[config.mk]
export PLATFORM = sky130hd
export DESIGN_NAME = move_arbiter
export DESIGN_NICKNAME = d
export VERILOG_FILES = /design/src/rtl/move_pkg.sv /design/src/rtl/move_arbiter_rr_arb2.sv /design/src/rtl/move_arbiter.sv
export SDC_FILE = /design/constraint.sdc
export NUM_CORES = 1
export LEC_CHECK = 0
export ABC_AREA = 0
export BUFFER_PORTS_ARGS = -buffer_cell sky130_fd_sc_hd__buf_4
export CORE_UTILIZATION = 40
export CTS_CLUSTER_DIAMETER = 200
export CTS_CLUSTER_SIZE = 40
export DETAILED_ROUTE_END_ITERATION = 10
export REMOVE_ABC_BUFFERS = 1
export SLEW_MARGIN = 20
export SYNTH_ARGS = -nofsm -noshare
export SYNTH_HDL_FRONTEND = slang
export SYNTH_SLANG_ARGS = --single-unit
[constraint.sdc]
create_clock -name clk -period 2.7 [get_ports clk]
set_input_delay 0.27 -clock clk [delete_from_list [all_inputs] [get_ports clk]]
set_output_delay 0.27 -clock clk [all_outputs]
set_load 0.005 [all_outputs]
[src/rtl/move_pkg.sv]
// Shared types and constants for the two-player move arbiter: direction codes,
// sequencer states, position/map widths and cooldown helpers.
package move_pkg;

    localparam int POS_W = 6;
    localparam int MAP_W = 3;
    localparam int CD_W  = 8;

    localparam logic [1:0] DIR_UP    = 2'd0;
    localparam logic [1:0] DIR_LEFT  = 2'd1;
    localparam logic [1:0] DIR_DOWN  = 2'd2;
    localparam logic [1:0] DIR_RIGHT = 2'd3;

    typedef enum logic [1:0] {
        ST_IDLE  = 2'd0,
        ST_DRIVE = 2'd1,
        ST_DONE  = 2'd2
    } state_t;

    // The DONE cycle is the first cooldown cycle, so the counter starts one short.
    function automatic logic [CD_W-1:0] cd_load(input int cooldown);
        return (cooldown > 0) ? CD_W'(cooldown - 1) : '0;
    endfunction

    function automatic logic [CD_W-1:0] cd_step(input logic [CD_W-1:0] cd);
        return (cd == '0) ? cd : cd - 1'b1;
    endfunction

endpackage

[src/rtl/move_arbiter_rr_arb2.sv]
// Two-requester round-robin arbiter: on a tie the requester that did not win
// last time is granted.
module rr_arb2 (
    input  logic [1:0] elig,
    input  logic       last_grant,
    output logic       grant_valid,
    output logic       grant_id
);

    always_comb begin
        grant_valid = |elig;
        grant_id    = 1'b0;
        case (elig)
            2'b10:   grant_id = 1'b1;
            2'b11:   grant_id = ~last_grant;
            default: grant_id = 1'b0;
        endcase
    end

endmodule

[src/rtl/move_arbiter.sv]
// Owns both player positions and time-shares the collision checker between them.
// Optional build macro RESPAWN_ON_MAP_EN: a map change sends both players to spawn.
module move_arbiter
    import move_pkg::*;
#(
    parameter int CHK_LAT  = 1,
    parameter int COOLDOWN = 4,
    parameter int P0_X0    = 1,
    parameter int P0_Y0    = 1,
    parameter int P1_X0    = 18,
    parameter int P1_Y0    = 13
) (
    input  logic             clk,
    input  logic             resetn,
    input  logic [MAP_W-1:0] map_sel,
    input  logic [1:0]       p_req,
    input  logic [1:0]       p0_move,
    input  logic [1:0]       p1_move,
    output logic [1:0]       p_ack,
    output logic [1:0]       p_bump,
    output logic [POS_W-1:0] p0_x,
    output logic [POS_W-1:0] p0_y,
    output logic [POS_W-1:0] p1_x,
    output logic [POS_W-1:0] p1_y,
    output logic [POS_W-1:0] chk_x,
    output logic [POS_W-1:0] chk_y,
    output logic [1:0]       chk_move,
    output logic [MAP_W-1:0] chk_map,
    input  logic [POS_W-1:0] chk_new_x,
    input  logic [POS_W-1:0] chk_new_y,
    output logic             busy
);

    localparam int CNT_W = (CHK_LAT < 2) ? 1 : $clog2(CHK_LAT + 1);
    localparam logic [CNT_W-1:0] CNT_LOAD = CNT_W'(CHK_LAT);
    localparam logic [CNT_W-1:0] CNT_ONE  = CNT_W'(1);
    localparam logic [CD_W-1:0]  CD_LOAD  = cd_load(COOLDOWN);
    localparam logic [POS_W-1:0] S0_X = POS_W'(P0_X0);
    localparam logic [POS_W-1:0] S0_Y = POS_W'(P0_Y0);
    localparam logic [POS_W-1:0] S1_X = POS_W'(P1_X0);
    localparam logic [POS_W-1:0] S1_Y = POS_W'(P1_Y0);

    state_t           state_q, state_d;
    logic [CNT_W-1:0] cnt_q;
    logic             gid_q;
    logic             last_q;
    logic [CD_W-1:0]  cd_q [2];
    logic [POS_W-1:0] pos_x_q [2];
    logic [POS_W-1:0] pos_y_q [2];

    logic [1:0] elig;
    logic       arb_valid;
    logic       arb_id;
    logic       do_grant;
    logic       do_commit;
    logic       do_respawn;
    logic       respawn_idle;
    logic       respawn_commit;
    logic       same_pos;

    assign elig[0] = p_req[0] && (cd_q[0] == '0);
    assign elig[1] = p_req[1] && (cd_q[1] == '0);

    rr_arb2 u_arb (
        .elig        (elig),
        .last_grant  (last_q),
        .grant_valid (arb_valid),
        .grant_id    (arb_id)
    );

`ifdef RESPAWN_ON_MAP_EN
    logic [MAP_W-1:0] map_q;
    logic             pend_q;

    always_ff @(posedge clk or negedge resetn) begin
        if (!resetn) begin
            map_q  <= '0;
            pend_q <= 1'b0;
        end else begin
            map_q <= map_sel;
            if (do_respawn)
                pend_q <= 1'b0;
            else if (map_sel != map_q)
                pend_q <= 1'b1;
        end
    end

    assign respawn_idle   = pend_q;
    // A change landing on the commit edge itself must also discard the result.
    assign respawn_commit = pend_q || (map_sel != map_q);
`else
    assign respawn_idle   = 1'b0;
    assign respawn_commit = 1'b0;
`endif

    always_ff @(posedge clk or negedge resetn) begin
        if (!resetn)
            state_q <= ST_IDLE;
        else
            state_q <= state_d;
    end

    always_comb begin
        state_d    = state_q;
        do_grant   = 1'b0;
        do_commit  = 1'b0;
        do_respawn = 1'b0;
        case (state_q)
            ST_IDLE: begin
                if (respawn_idle) begin
                    do_respawn = 1'b1;
                end else if (arb_valid) begin
                    do_grant = 1'b1;
                    state_d  = ST_DRIVE;
                end
            end
            ST_DRIVE: begin
                if (cnt_q == CNT_ONE) begin
                    do_commit  = 1'b1;
                    do_respawn = respawn_commit;
                    state_d    = ST_DONE;
                end
            end
            ST_DONE:  state_d = ST_IDLE;
            default:  state_d = ST_IDLE;
        endcase
    end

    assign busy     = (state_q != ST_IDLE);
    assign same_pos = (chk_new_x == chk_x) && (chk_new_y == chk_y);

    // Grant capture, latency count, acknowledge and cooldown bookkeeping.
    always_ff @(posedge clk or negedge resetn) begin
        if (!resetn) begin
            cnt_q    <= '0;
            gid_q    <= 1'b0;
            last_q   <= 1'b1;
            cd_q[0]  <= '0;
            cd_q[1]  <= '0;
            chk_x    <= '0;
            chk_y    <= '0;
            chk_move <= '0;
            chk_map  <= '0;
            p_ack    <= '0;
            p_bump   <= '0;
        end else begin
            p_ack   <= '0;
            p_bump  <= '0;
            cd_q[0] <= cd_step(cd_q[0]);
            cd_q[1] <= cd_step(cd_q[1]);

            if (do_grant) begin
                gid_q    <= arb_id;
                chk_x    <= pos_x_q[arb_id];
                chk_y    <= pos_y_q[arb_id];
                chk_move <= arb_id ? p1_move : p0_move;
                chk_map  <= map_sel;
                cnt_q    <= CNT_LOAD;
            end else if (state_q == ST_DRIVE) begin
                cnt_q <= cnt_q - 1'b1;
            end

            if (do_commit) begin
                p_ack[gid_q]  <= 1'b1;
                p_bump[gid_q] <= same_pos && !do_respawn;
                last_q        <= gid_q;
                cd_q[gid_q]   <= CD_LOAD;
            end
        end
    end

    always_ff @(posedge clk or negedge resetn) begin
        if (!resetn) begin
            pos_x_q[0] <= S0_X;
            pos_y_q[0] <= S0_Y;
            pos_x_q[1] <= S1_X;
            pos_y_q[1] <= S1_Y;
        end else if (do_respawn) begin
            pos_x_q[0] <= S0_X;
            pos_y_q[0] <= S0_Y;
            pos_x_q[1] <= S1_X;
            pos_y_q[1] <= S1_Y;
        end else if (do_commit) begin
            pos_x_q[gid_q] <= chk_new_x;
            pos_y_q[gid_q] <= chk_new_y;
        end
    end

    assign p0_x = pos_x_q[0];
    assign p0_y = pos_y_q[0];
    assign p1_x = pos_x_q[1];
    assign p1_y = pos_y_q[1];

endmodule

==> flow_metrics.tcl, run 1 <==
set metrics [dict create \
    status "completed" \
    grtUsageMet2 0.281 \
    comb_power_share 0.381 \
    die_w_um 87.6 \
    final_layout_size_suffix_gt1_frac 0.326 \
    cp-start-kind "flip-flop" \
    track_usage 0.186 \
    diodes 0 \
    globalplace.congestion 0.742 \
    yosysSeqAreaShare 0.567 \
    syn-cell-area_sq_um 2930 \
    power_frac_clock 0.182 \
    skew_ns 0.00939 \
    cts_root_buf "clkbuf_8" \
    detail_route.wl_per_cell_um 13.8 \
    end_kind "flip-flop" \
    slew_headroom 0.445 \
    fp.coreArea_sq_um 6940 \
    clock_latency_ns 0.33 \
    drc 0 \
    syn2layout_area_growth_pct 28.3 \
    drt_iter0_markers 110 \
    post_cts_buffers 0 \
    htree_levels 3 \
    crit_path_max_incr_delay_ns 0.52 \
    cts_hold_buffers 0 \
    final_nets 390 \
    cts_resized 0 \
    grt_pass1_vias 2156 \
    ys_ff_latch 66 \
    synthDistinctLibCells 31 \
    grt_pass1_wl_um 10600 \
    antenna_found_initial 0 \
    fillers 654 \
    cts_tree "built" \
    cp.arrival_ns 2.43 \
    power_mw 4.36 \
    start_util 0.422 \
    power_density_nw_per_um2 1160 \
    overflow 0 \
    worstPathMaxFanout 12 \
    syn_area_per_cell_sq_um 10.2 \
    path_class "flip-flop to flip-flop" \
    path_clk_slew_ns 0.07 \
    io_pins 69 \
    pre_cts_slack_ns 0.500 \
    cp_num_buf_inv 1 \
    setup_slack_ns 0.532 \
    grt_util_met3 0.0386 \
    busiest_layer "met2" \
    die-area_sq_um 7670 \
    internal_power_mw 2.86 \
    wirelength_um 6410 \
    gr-usage-met1 0.256 \
    hold_path.class "input port to async pin" \
    yosysWarnings 0 \
    routed_via_density 4.78 \
    finalHoldViolations 0 \
    cellLeakagePower_nw 1.80 \
    critPathTopFamily "simple AND/OR/NAND/NOR gates" \
    crit_start "cd_q[4]" \
    hpwl_um 4560 \
    drt_pass1_iterations 4 \
    numPortBuffers 68 \
    rows 30 \
    power_frac_seq 0.437 \
    tightest_slew_ns 0.832 \
    synth_cells 287 \
    crit_path_top_delay_cell "a21oi_2" \
    rsz0062_at_grt "no" \
    final_max_slew_viol_count 0 \
    fin_crit_sh 0.803 \
    period_minus_slack_ns 2.17 \
    most-common-layout-cells "nand2_1, buf_4, dfrtp_1" \
    cts_buffer_depth 2 \
    fp.dieH_um 87.6 \
    crit_cells 6 \
    reg2reg_from "cd_q[4]" \
    vias 2217 \
    swShare 0.344 \
    grt_max_degree 67 \
    finalSetupViolCount 0 \
    r2r_cells 6 \
    ir_drop_uv 501 \
    required_ns 2.96 \
    cts_buffers 9 \
    drtAntennaViolNets 0 \
    power.switching_mw 1.50 \
    cap_violations 0 \
    max_freq_ghz 0.461 \
    cts.sink_count 66 \
    worstPathCellList "nor4_1, nand4_1, a21oi_2, buf_4, nor2_1, a31oi_1" \
]
[per-layer routing]
layer | vias up | part of all wire
met5 | - | 0
li1 | 1104 | -
met4 | 0 | 0.022
met1 | 1054 | 0.47
met3 | 11 | 0.043
met2 | 48 | 0.47
[final timing paths]
kind                                    to  slack (ns)
worst max-delay path              chk_x[0]        0.53
worst max register to register    chk_x[0]        0.53
min in group clk                   p0_y[0]        0.14
worst min register to register  state_q[0]        0.46
worst min-delay path            state_q[0]        0.05
max in group asynchronous          p0_y[2]        2.12
[per-stage QoR]
| stage | util | cells | hold WS, ns | instance area, sq um | setup TNS, ns |
|---|---|---|---|---|---|
| 2_1_floorplan | - | 277 | -0.0256 | 2880 | -0.0277 |
| 3_3_place_gp | 0.514 | 448 | 0.433 | 3570 | 0 |
| 3_5_place_dp | 0.514 | 448 | 0.430 | 3570 | 0 |
| 4_1_cts | 0.541 | 464 | 0.0633 | 3760 | 0 |
| 5_1_grt | 0.541 | 464 | 0.102 | 3760 | 0 |
| 6_report | 0.541 | 464 | 0.0476 | 3760 | 0 |
[logic make-up (layout without fill, tap and decap cells)]
logic type / Yosys count / count (layout) / share of synthesized area
AND/OR/NAND/NOR: 135 / 135 / 0.204
flip-flops: 66 / 66 / 0.567
XOR/XNOR: 26 / 26 / 0.0777
AO/OA/AOI/OAI: 21 / 21 / 0.0444
buffers and inverters: 19 / 100 / 0.0286
multiplexers: 16 / 16 / 0.0615
adder cells (fa/ha/maj): 4 / 4 / 0.0171
[state kept, by name (all words and copies together) (netlist names), 3 cells and up]
register / flops
cd_q: 16
chk_x: 6
chk_y: 6
p0_x: 6
p0_y: 6
p1_x: 6
p1_y: 6
chk_map: 3
[power by group through the flow]
stage,Clock (mW),Sequential (mW),Combinational (mW)
after detailed placement,0,1.93,1.68
after global placement,0,1.91,1.64
final,0.792,1.90,1.66
after global routing,0.850,1.99,1.89
after floorplan,0,1.88,0.896
after CTS,0.810,1.91,1.69
[cell usage after synthesis]
| cell | count | area share |
|---|---|---|
| or3_1 | 1 | 0.0021 |
| xnor2_1 | 8 | 0.024 |
| o21ai_0 | 1 | 0.0017 |
| o211ai_1 | 2 | 0.0051 |
| nor2_1 | 34 | 0.044 |
| nor4b_1 | 1 | 0.0030 |
| xor2_1 | 18 | 0.054 |
| nor2b_1 | 2 | 0.0043 |
| a31oi_1 | 14 | 0.030 |
| nor3_1 | 3 | 0.0051 |
| nand2_1 | 75 | 0.096 |
| inv_1 | 9 | 0.012 |
| nor3b_1 | 1 | 0.0026 |
| buf_2 | 4 | 0.0068 |
| ha_1 | 4 | 0.017 |
| nand4_1 | 4 | 0.0085 |
| clkbuf_1 | 5 | 0.0064 |
| or4_4 | 1 | 0.0038 |
| nand3_1 | 2 | 0.0034 |
| nand3_2 | 1 | 0.0034 |
| dfrtp_1 | 58 | 0.50 |
| dfstp_2 | 8 | 0.072 |
| mux2_2 | 16 | 0.061 |
| buf_6 | 1 | 0.0038 |
| o21bai_1 | 1 | 0.0026 |
| nand3b_1 | 1 | 0.0026 |
| and3_1 | 1 | 0.0021 |
| nor4b_4 | 1 | 0.0081 |
| nor4_1 | 5 | 0.011 |
| or2_2 | 2 | 0.0043 |
| a21oi_1 | 3 | 0.0051 |
[worst reg2reg max path, cell delays in order (launching register included)]
cell	delay [ns]
dfrtp_1	0.41
nor4_1	0.44
nand4_1	0.24
a21oi_2	0.53
buf_4	0.29
nor2_1	0.05
a31oi_1	0.14
[cell type report]
cell class,instances,area [sq um],area share
clock inverter,2,10.0,0.00266
timing repair buffer,75,563,0.150
clock buffer,14,183,0.0486
tap,96,120,0.0319
multi-input combinational,202,1190,0.316
inverter,9,33.8,0.00899
sequential,66,1660,0.442
Note: power is estimated with default switching activity, not from simulation.
==> run 2: changes to the inputs <==
Clock period 2.7 ns to 2.1 ns, I/O delays scaled along.
==> run 2 against run 1 <==
- non-clock buffer count rose by 2
- die area did not move
- clock skew barely moved
- final cell count rose by 0.43%
- cell area rose by 1.4%
- fmax rose by 11%
- sequential cell count did not move
- first-iteration DRC count rose by 3.6%
- largest cell class unchanged
- clock-buffer cell count did not move
- critical path depth fell by 1
- critical endpoint is now chk_y[4]
- clock power rose by 34%
==> flow_metrics.tcl, run 2 (same netlist as run 1, synthesis figures left out) <==
set metrics [dict create \
    status "completed" \
    track_usage 0.184 \
    fillers 624 \
    start_util 0.422 \
    numPortBuffers 68 \
    path_class "flip-flop to flip-flop" \
    tightest_slew_ns 0.821 \
    dpl_cell_area_sq_um 3590 \
    clock_latency_ns 0.33 \
    largest_register "cd_q" \
    fin_area_sq_um 3810 \
    swShare 0.340 \
    antenna_found_initial 0 \
    end_kind "flip-flop" \
    finalSetupViolCount 0 \
    setup_slack_ns 0.148 \
    most-common-layout-cells "nand2_1, buf_4, dfrtp_1" \
    vias 2223 \
    drtAntennaViolNets 0 \
    final_nets 392 \
    crit_path_max_incr_delay_ns 0.57 \
    hpwl_um 4560 \
    routed_via_density 4.77 \
    crit_start "cd_q[4]" \
    fp.dieH_um 87.6 \
    fp.coreArea_sq_um 6940 \
    htree_levels 3 \
    largest_reg_flops 16 \
    overflow 0 \
    grt_pass1_wl_um 10600 \
    wirelength_um 6450 \
    power_frac_clock 0.186 \
    period_minus_slack_ns 1.95 \
    worstPathMaxFanout 14 \
    cap_violations 0 \
    hold_path.class "input port to flip-flop" \
    max_freq_ghz 0.512 \
    finalHoldViolations 0 \
    pre_cts_slack_ns 0.0403 \
    detail_route.wl_per_cell_um 13.8 \
    grt_pass1_vias 2154 \
    grt_max_degree 67 \
    comb_power_share 0.379 \
    crit_path_top_delay_cell "or4_4" \
    internal_power_mw 3.75 \
    io_pins 69 \
    cp.arrival_ns 2.15 \
    drt_pass1_iterations 5 \
    cp-start-kind "flip-flop" \
    drc 0 \
    fin_crit_sh 0.930 \
    power_density_nw_per_um2 1490 \
    required_ns 2.30 \
    r2r_cells 5 \
    r2r_end "chk_y[4]" \
    path_clk_slew_ns 0.07 \
    reg2reg_setup_slack_ns 0.15 \
    die-area_sq_um 7670 \
    power_frac_seq 0.435 \
    rsz0062_at_grt "no" \
    power.switching_mw 1.93 \
    crit_end "chk_y[4]" \
    skew_ns 0.00922 \
    fin_tns_setup_ns 0 \
    worstPathCellList "or4_4, nor4b_4, nand3_4, nand2_1, a31oi_1" \
    post_cts_buffers 0 \
    cts_root_buf "clkbuf_8" \
    globalplace.congestion 0.762 \
    cellLeakagePower_nw 1.81 \
    rows 30 \
    syn2layout_area_growth_pct 30.1 \
    final_core_util 0.549 \
    slew_headroom 0.453 \
    power_mw 5.68 \
    cts.sink_count 66 \
    die_w_um 87.6 \
    cts_buffers 9 \
    drt_iter0_markers 114 \
    cts_tree "built" \
    diodes 0 \
    reg2reg_from "cd_q[4]" \
    final_max_slew_viol_count 0 \
    cts_buffer_depth 2 \
    ir_drop_uv 658 \
    final_layout_size_suffix_gt1_frac 0.327 \
]
[run 2: how the worst min path moves through the flow]
stage / endpoint / slack [ns] / from / cells past startpoint
2_1_floorplan: cd_q[0] / -0.09 / resetn / 0
3_3_place_gp: cd_q[2] / 0.37 / resetn / 1
3_5_place_dp: cd_q[3] / 0.37 / resetn / 1
4_1_cts: p0_x[0] / 0.07 / chk_new_x[0] / 3
5_1_grt: p0_y[1] / 0.08 / chk_new_y[1] / 3
6_report: p0_x[0] / 0.09 / chk_new_x[0] / 3
[run 2: critical path: cells and delay by family (launching register included)]
family          cells  cell delay (ns)
compound gates      1             0.10
flops               1             0.42
simple gates        4             1.31
[run 2: through the flow]
step / hold slack [ns] / instances
after floorplan: -0.0856 / 277
after global placement: 0.369 / 449
after detailed placement: 0.367 / 449
after CTS: 0.0712 / 466
after global routing: 0.0796 / 466
final: 0.0915 / 466
[run 2: cell type report]
type / count / area [sq um] / share of cell area
clock buffer: 14 / 163 / 0.0427
clock inverter: 2 / 35.0 / 0.00919
inverter: 9 / 33.8 / 0.00886
multi-input combinational: 202 / 1200 / 0.316
sequential: 66 / 1660 / 0.436
tap: 96 / 120 / 0.0315
timing repair buffer: 77 / 593 / 0.156
[run 2: power groups by stage]
stage	logic (mW)	clock network, mW	registers (mW)
after floorplan	1.15	0	2.41
after global placement	2.12	0	2.47
after detailed placement	2.17	0	2.48
after CTS	2.18	1.10	2.47
after global routing	2.44	1.16	2.56
final	2.15	1.06	2.47
[run 2: repair_timing]
item                                    CTS  global route
endpoints found under the setup margin    0            14
endpoints found under the hold margin     6             0
resized for setup                         0             3
hold buffers                              1             0
[run 2: routing by layer]
| metal | vias up | track usage | routed length [um] |
|---|---|---|---|
| met2 | 46 | 0.294 | 3110 |
| met1 | 1073 | 0.249 | 3040 |
| met3 | 8 | 0.0434 | 242 |
| met4 | 0 | 0.0566 | 53 |
| met5 | - | 0 | 0 |
| li1 | 1096 | - | - |
==> run 3: changes to the inputs <==
==> constraint.sdc (replaced) <==
create_clock -name clk -period 2.1 [get_ports clk]
set_input_delay 0.105 -clock clk [delete_from_list [all_inputs] [get_ports clk]]
set_output_delay 0.105 -clock clk [all_outputs]
set_load 0.005 [all_outputs]
==> run 3 against run 2 <==
- register-to-register slack hardly changed
- die area unchanged
- clock power about the same
- clock skew barely moved
- worst setup slack better by 0.0011 ns
- non-clock buffer count up 15
- critical path type unchanged
- critical endpoint unchanged
- highest routed layer unchanged
==> flow_metrics.tcl, run 3 (same netlist as run 1, synthesis figures left out) <==
set metrics [dict create \
    cp-start-kind "flip-flop" \
    hold_path.class "input port to flip-flop" \
    hold_ws_ns 0.0307 \
    power_density_nw_per_um2 1440 \
    diodes 0 \
    skew_ns 0.00953 \
    cts_buffers 9 \
    antenna_found_initial 0 \
    crit_path_top_delay_cell "or4_4" \
    end_kind "flip-flop" \
    hpwl_um 4560 \
    fillers 607 \
    finalSetupViolCount 0 \
    cts_root_buf "clkbuf_8" \
    rsz0062_at_grt "no" \
    cts.sink_count 66 \
    cts_tree "built" \
    globalplace.congestion 0.762 \
    final_nets 407 \
    worstPathMaxFanout 14 \
    die_w_um 87.6 \
    tightest_slew_ns 0.825 \
    worstPathCellList "or4_4, nor4b_4, nand3_4, nand2_1, a31oi_1" \
    crit_start "cd_q[4]" \
    fp.coreArea_sq_um 6940 \
    track_usage 0.188 \
    io_pins 69 \
    cellLeakagePower_nw 1.88 \
    dpl_cell_area_sq_um 3590 \
    wirelength_um 6580 \
    htree_levels 3 \
    die-area_sq_um 7670 \
    start_util 0.422 \
    reg2reg_from "cd_q[4]" \
    clock_latency_ns 0.33 \
    cp.arrival_ns 2.15 \
    required_ns 2.30 \
    path_clk_slew_ns 0.07 \
    drt_iter0_markers 95 \
    fin_crit_sh 0.929 \
    reg2reg_setup_slack_ns 0.15 \
    slew_headroom 0.450 \
    r2r_end "chk_y[4]" \
    fin_area_sq_um 3960 \
    numPortBuffers 68 \
    final_max_slew_viol_count 0 \
    period_minus_slack_ns 1.95 \
    status "completed" \
    grt_pass1_vias 2214 \
    r2r_cells 5 \
    max_freq_ghz 0.513 \
    overflow 0 \
    most-common-layout-cells "nand2_1, buf_4, dfrtp_1" \
    drc 0 \
    syn2layout_area_growth_pct 35.2 \
    final_layout_size_suffix_gt1_frac 0.314 \
    ir_drop_uv 658 \
    path_class "flip-flop to flip-flop" \
    cts_buffer_depth 2 \
    pre_cts_slack_ns 0.0403 \
    fin_cells 481 \
    drt_pass1_iterations 4 \
    largest_reg_flops 16 \
    routed_via_density 4.71 \
    detail_route.wl_per_cell_um 13.7 \
    post_cts_buffers 0 \
    dp_cells 449 \
    vias 2266 \
    finalHoldViolations 0 \
    setup_slack_ns 0.149 \
    cap_violations 0 \
    largest_register "cd_q" \
    rows 30 \
    crit_end "chk_y[4]" \
    crit_path_max_incr_delay_ns 0.57 \
    grt_pass1_wl_um 10800 \
    fp.dieH_um 87.6 \
    grt_max_degree 67 \
    drtAntennaViolNets 0 \
]
## run 3: cell count changes in the layout (fill, tap and decap cells not counted)
cell,delta
dlygate4sd3_1,+15
## run 3: what timing repair did
action | in CTS | in global routing
endpoints found under the hold margin | 73 | 0
gates resized for setup | 0 | 3
hold buffers | 16 | 0
endpoints found under the setup margin | 0 | 14
## run 3: how the worst min path moves through the flow
| stage | startpoint | end | cells after the start |
|---|---|---|---|
| after floorplan | resetn | cd_q[0] | 0 |
| after global placement | resetn | cd_q[2] | 1 |
| after detailed placement | resetn | cd_q[3] | 1 |
| after CTS | p0_move[1] | chk_move[1] | 3 |
| after global routing | p0_move[1] | chk_move[1] | 3 |
| final | p1_move[1] | chk_move[1] | 3 |
## run 3: area by class of cell
class                   instances  area, sq um  share of cell area
clock inverters                 2         35.0             0.00884
clock buffers                  14          163              0.0411
well taps                      96          120              0.0303
flip-flops and latches         66         1660               0.419
inverters                       9         33.8             0.00853
repair buffers                 92          743               0.188
multi-input cells             202         1200               0.304
## run 3: per-stage QoR
| stage | utilization | setup TNS, ns | total power, mW |
|---|---|---|---|
| floorplan | - | -8.05 | 3.56 |
| global placement | 0.517 | 0 | 4.59 |
| detailed placement | 0.517 | 0 | 4.66 |
| CTS | 0.568 | 0 | 5.77 |
| global route | 0.570 | 0 | 6.19 |
| finish | 0.570 | 0 | 5.70 |
## run 3: metal layers
layer	part of all wire	routed length, um	vias up	GRT usage
met5	0	0	-	0
met4	0.0081	53	0	0.0566
met3	0.031	204	8	0.0434
met2	0.49	3200	44	0.306
met1	0.48	3130	1086	0.251
li1	-	-	1128	-
## run 3: worst max-delay path, delay by kind of cell (launching register included)
family | cells | cell delay, ns
AOI/OAI and AO/OA | 1 | 0.09
DFF | 1 | 0.42
and+or+nand+nor | 4 | 1.31
## run 3: report_power, final
group	switching [mW]	internal, mW	total (mW)
registers	0.537	1.93	2.47
logic	0.955	1.22	2.18
clock network	0.444	0.613	1.06
